<file path="src/rtl/lab7_soc_nios2_qsys_0_oci_dct_packer.sv">
// Packs 2-bit OCI trace symbols into 30-bit frames (15 symbols) behind a one-entry output slot.
// Optional refused-symbol counter enabled by defining OCI_DCT_DROP_CNT_EN.
module lab7_soc_nios2_qsys_0_oci_dct_packer (
    input  logic        clk,
    input  logic        reset,
    input  logic        sym_valid,
    input  logic [1:0]  sym,
    output logic        sym_ready,
    input  logic        flush,
    output logic        out_valid,
    output logic [33:0] out_data,
    input  logic        out_ready,
    output logic [29:0] dct_buffer,
    output logic [3:0]  dct_count,
    output logic        test_ending,
    output logic        test_has_ended
`ifdef OCI_DCT_DROP_CNT_EN
    ,
    output logic [7:0]  drop_count
`endif
);

    typedef enum logic [1:0] {ACCUM, DRAIN, DONE} state_t;
    state_t state;

    logic        accept;
    logic        slot_free;
    logic        xfer;
    logic [29:0] nbuf;
    logic [3:0]  ncnt;

    assign test_ending    = (state != ACCUM);
    assign test_has_ended = (state == DONE);

    assign sym_ready = (state == ACCUM) && (dct_count != 4'd15);
    assign accept    = sym_valid && sym_ready;
    assign nbuf      = accept ? {dct_buffer[27:0], sym} : dct_buffer;
    assign ncnt      = dct_count + {3'd0, accept};
    assign slot_free = !out_valid || out_ready;
    // A full frame always goes out; while draining, any partial frame does too.
    assign xfer      = slot_free && ((ncnt == 4'd15) || ((state != ACCUM) && (ncnt != 4'd0)));

    always_ff @(posedge clk) begin
        if (reset) begin
            state      <= ACCUM;
            dct_buffer <= '0;
            dct_count  <= '0;
            out_valid  <= 1'b0;
            out_data   <= '0;
        end else begin
            if (xfer) begin
                out_data   <= {ncnt, nbuf};
                out_valid  <= 1'b1;
                dct_buffer <= '0;
                dct_count  <= '0;
            end else begin
                dct_buffer <= nbuf;
                dct_count  <= ncnt;
                if (out_valid && out_ready)
                    out_valid <= 1'b0;
            end
            case (state)
                ACCUM:   if (flush) state <= DRAIN;
                DRAIN:   if (dct_count == 4'd0 && !out_valid) state <= DONE;
                default: state <= DONE;
            endcase
        end
    end

`ifdef OCI_DCT_DROP_CNT_EN
    always_ff @(posedge clk) begin
        if (reset)
            drop_count <= '0;
        else if (sym_valid && !sym_ready && drop_count != 8'hFF)
            drop_count <= drop_count + 8'd1;
    end
`endif

endmodule

</file>
<file path="config.mk">
export PLATFORM = sky130hd
export DESIGN_NAME = lab7_soc_nios2_qsys_0_oci_dct_packer
export DESIGN_NICKNAME = d
export VERILOG_FILES = /design/src/rtl/lab7_soc_nios2_qsys_0_oci_dct_packer.sv
export SDC_FILE = /design/constraint.sdc
export NUM_CORES = 1
export LEC_CHECK = 0
export ABC_AREA = 1
export CORE_ASPECT_RATIO = 1.25
export CORE_MARGIN = 3
export CORE_UTILIZATION = 49
export CTS_CLUSTER_SIZE = 12
export DETAILED_ROUTE_END_ITERATION = 7
export PLACE_DENSITY_LB_ADDON = 0.3
export SETUP_SLACK_MARGIN = 0.3
export SYNTH_ARGS = -nofsm -noshare
export SYNTH_HDL_FRONTEND = slang
export SYNTH_SLANG_ARGS = --single-unit
</file>
<file path="constraint.sdc">
create_clock -name clk -period 3.1 [get_ports clk]
set_input_delay 0.62 -clock clk [delete_from_list [all_inputs] [get_ports clk]]
set_output_delay 0.62 -clock clk [all_outputs]
set_load 0.01 [all_outputs]
</file>
[Word level (Yosys, flattened, before mapping)]
Index checks and enable logic that the tools add are counted.
Cells by class
  add/sub/neg operators: 1
  multiply operators: 0
  div/mod/pow operators: 0
  magnitude comparators: 0
  eq/ne operators: 6
  shift-type cells: 0
  muxes and demuxes: 6
  bitwise gates (word level): 0
  reduce and logical (&&, ||, !) cells: 16
Operator list (count)
  two-way mux 30 bit: 1
  logical AND 1 bit: 6
  adder 4 x 1 -> 4 bit: 1
  == test 4 bit (second input constant): 1
  zero test 4 bit: 1
  two-way mux 2 bit: 2
  inequality test 2 bit (second input constant): 2
  inequality test 4 bit (second input constant): 1
  case mux 2 bit (2 select lines): 1
  nonzero test 2 bit: 2
  nonzero test 4 bit: 1
  == test 2 x 1 -> 1 bit (second input constant): 1
  == test 2 bit (second input constant): 1
  zero test 2 bit: 1
  logical OR 1 bit: 2
  two-way mux 1 bit: 2
  AND reduction 2 bit: 1
  OR reduction 2 bit: 1
  zero test 1 bit: 1
Word-level totals
  bits in registers: 71
  bits in latches: 0
  memory bits (writable): 0
  bits in read-only memories: 0
  bits of input ports: 7
  output and inout bits: 72
  memories: 0

[Logic depth before layout (Yosys ltp)]
  depth after elaboration: 9
  depth in mapped cells: 19

[Worst setup path before layout]
Ideal clock, no wire load.
  path kind: register -> register
  start point: reg dct_count[2]
  end point: reg out_data[33]
  arrival: 2.245 ns
  setup slack: 0.741 ns
  stages on the path, launching flop included: 17
  buffers on the path: 3
  cell sequence: dfxtp_1 nand2_1 inv_2 nand2_1 nand3_1 buf_2 inv_1 ha_1 ha_1 nor2_1 nand3_1 nand2_1 nand2_4 buf_6 buf_8 a21oi_1 nor2_1
Between the ends
  longest elaborated chain between the ends: 8
  elaborated cells between the ends (all ways): 9
  classes of those cells: add/sub (1); eq/ne (2); reduce/logical (6)
RTL lines
  start, declared: RTL line 14  | output logic [3:0] dct_count,
  start signal, assigned: RTL line 58  | dct_count <= ncnt;
  inequality test 4 bit *: RTL line 35  | assign sym_ready = (state == ACCUM) && (dct_count != 4'd15);
  logical AND 1 bit *: RTL line 35
  logical AND 1 bit *: RTL line 36  | assign accept = sym_valid && sym_ready;
  adder 4 x 1 -> 4 bit *: RTL line 38  | assign ncnt = dct_count + {3'd0, accept};
  named net ncnt[1]: RTL line 30  | logic [3:0] ncnt;
  nonzero test 4 bit: RTL line 41  | assign xfer = slot_free && ((ncnt == 4'd15) || ((state != ACCUM) && (ncnt != 4'd0)));
  logical AND 1 bit: RTL line 41
  logical OR 1 bit *: RTL line 41
  logical AND 1 bit *: RTL line 41
  end signal, assigned: RTL line 52  | out_data <= {ncnt, nbuf};
  end, declared: RTL line 11  | output logic [33:0] out_data,
Mark *: on every way through the listed nets, which the timed path passes. The rest lies on a longest branch.
A chain may end at the register's enable or synchronous reset.

[Worst setup path in the final report]
  start point: in sym_valid
  end point: reg out_data[27]
Between the ends
  longest elaborated chain between the ends: 6
  elaborated cells between the ends (all ways): 8
  classes of those cells: add/sub (1); eq/ne (1); mux (1); reduce/logical (5)
RTL lines
  start, declared: RTL line 6  | input logic sym_valid,
  logical AND 1 bit *: RTL line 36
  adder 4 x 1 -> 4 bit *: RTL line 38
  named net ncnt[1]: RTL line 30
  nonzero test 4 bit: RTL line 41
  logical AND 1 bit: RTL line 41
  logical OR 1 bit *: RTL line 41
  logical AND 1 bit *: RTL line 41
Marked as above.

==> results.yml <==
timing:
  min_period_ns: 2.48
  tightestPinTransition_ns: 0.372
  setup_viol: 0
  max_freq_ghz: 0.403
  slew_headroom_pct: 75.2
  fin_crit_sh_pct: 80.0
  clock-skew-final_ns: 0.0101
  fin_setup_tns_ns: 0
  report.final.slew_viol_count: 0
  hold_violations: 0
  rsz0062_at_grt: "false"
  worst_hold_slack_ns: 0.468
global_routing:
  grt.total_usage_pct: 21.4
  overflow: 0
  grt_max_degree: 69
  grt_first_pass_wirelength_mm: 13.3
  antenna_found_initial: 0
  first_global_vias: 3015
cts:
  cts_hold_buf: 0
  postCtsSetupBuffers: 0
  cts_made_buffers: 9
  clockBufferDepth: 2
  cts.sinks: 71
  insertion_delay_ns: 0.34
  clock-root-buffer: "clkbuf_8"
  tritoncts: "yes"
  post_cts_resized: 0
  htree_levels: 3
  clk_pin_slew_worst_paths_ns: 0.07
cells_and_area:
  diodes: 0
  drive_gt1_share_pct: 11.4
  syn_to_final_growth_pct: 29.6
  nNetsFinal: 521
power_and_ir_drop:
  power_density_nw_per_um2: 688
  net-switching-power_uw: 981
  switching_share_pct: 33.9
  vdd_drop_max_uv: 408
  p_leak_nw: 1.85
  clock_power_share_pct: 22.9
  intPower_mw: 1.91
  finalPower_mw: 2.89
  pwr-share-comb_pct: 36.5
  power_frac_seq_pct: 40.5
synthesis:
  synthDistinctLibCells: 22
  synth_commonest_cells: "nand2_1, dfxtp_1, nor2_1"
  synthFlopType: "dfxtp_1"
  synth_area_um2: 3240
  synth_cells: 448
  ys_warn_count: 0
  syn_nets: 457
  synth_edf_count: 0
  yosys.cell_count.top_type: "nand2_1"
  ys_seq_area_share_pct: 43.8
  synthArstFlopShare_pct: 0
  yosys-top-cells-area: "dfxtp_1, nand2_1, nor2_1"
  synth_top_area_share_pct: 43.8
  ys_ff_latch: 71
  syn_avg_cell_area_um2: 7.24
  yosysTopAreaCell: "dfxtp_1"
min_path:
  hold_path.class: "reg -> reg"
  min_from: "out_data[33]"
critical_path:
  cp_max_fo: 67
  critPathArrivalTime_ns: 2.71
  crit_path_start_kind: "primary input"
  regToRegStartpoint: "dct_count[2]"
  worst-setup-path-type: "in -> reg"
  cp.required_ns: 3.33
  crit_start: "sym_valid"
  end_kind: "register"
job:
  drv_cap: 0
detailed_routing:
  finalWirelength_mm: 7.88
  first_pass_iters: 4
  drc: 0
  via_count: 3076
  avgRoutedWirePerCell_um: 13.1
  routed_via_density: 5.11
  detail_route.iter0.violations: 149
  final_antenna_net_count: 0
die:
  io_pins: 79
  dieWidth_um: 78.8
  die_height_um: 96.9
  coreArea_um2: 6290
  rows: 32
  initial_core_util_pct: 51.6
  die_area_um2: 7630
placed_design:
  gp_congestion: 0.861
  port_buffers: 78
  dp_hpwl_mm: 5.19
status:
  outcome: "finished, final reports clean"
[metrics by stage]
stage          setup WS (ns)  area [µm²]  cells  util [%]
4_1_cts                0.640        4200    602      66.8
2_1_floorplan          0.741        3240    448         -
6_report               0.619        4200    602      66.8
5_1_grt                0.436        4200    602      66.8
3_5_place_dp           0.274        4030    586      64.0
3_3_place_gp           0.312        4030    586      64.0
[worst paths after layout]
check,to,slack (ns),cells past startpoint
max,out_data[27],0.62,15
min,out_data[33],0.47,2
max reg2reg,out_data[27],0.70,17
min reg2reg,out_data[33],0.47,2
[power groups by stage]
| stage | registers (mW) | clock network, mW | logic [mW] |
|---|---|---|---|
| floorplan | 1.25 | 0 | 0.591 |
| global placement | 1.19 | 0 | 1.05 |
| detailed placement | 1.19 | 0 | 1.06 |
| CTS | 1.17 | 0.683 | 1.07 |
| global route | 1.19 | 0.719 | 1.18 |
| finish | 1.17 | 0.663 | 1.06 |
[cell families (layout without fill, tap and decap cells)]
group,after synthesis,count (layout),synth area share (%)
adders and majority gates,2,2,0.772
DFF,71,71,43.8
and+or+nand+nor,256,256,34.3
AOI/OAI and AO/OA,37,37,9.15
buffers and inverters,82,151,12.0
[area by class of cell]
cell class	instances	area, µm²
flip-flops and latches	71	1420
multi-input cells	295	1440
repair buffers	86	878
inverters	49	184
fillers	563	2080
clock buffers	13	159
well taps	85	106
clock inverters	3	17.5
[layer usage]
metal	vias up	GRT usage, %	part of all wire (%)
met1	1431	25.7	43
li1	1545	-	-
met4	0	11.6	2.3
met2	87	35.9	50
met5	-	0	0
met3	13	3.63	4.7
[registers in the layout, summed over array words and instances, names as in the netlist]
| signal | cells |
|---|---|
| state | 2 |
| out_data | 34 |
| out_valid | 1 |
| dct_buffer | 30 |
| dct_count | 4 |
[cells in the final DEF (no fill, tap or decap), drive strengths merged]
cell,count
clkbuf,13
clkinv,2
clkdlybuf4s50,78
nor2,71
buf,8
and3,1
nand3,39
o211ai,1
a21oi,36
nand2,113
inv,49
nand4,30
dfxtp,71
clkinvlp,1
or2,1
nor3,1
ha,2
[worst max-delay path: stages]
cell and delay (ns):
clkdlybuf4s50_1 0.44, nand3_1 0.12, inv_1 0.05, ha_1 0.20
ha_1 0.32, nand2_1 0.06, inv_1 0.05, nand2_1 0.05
nand2_1 0.07, nand2_2 0.06, nand2_4 0.07, buf_12 0.28
nand3_1 0.12, nand2_1 0.09, nor2_1 0.04
No activity file was read; power rests on OpenSTA's default activity.
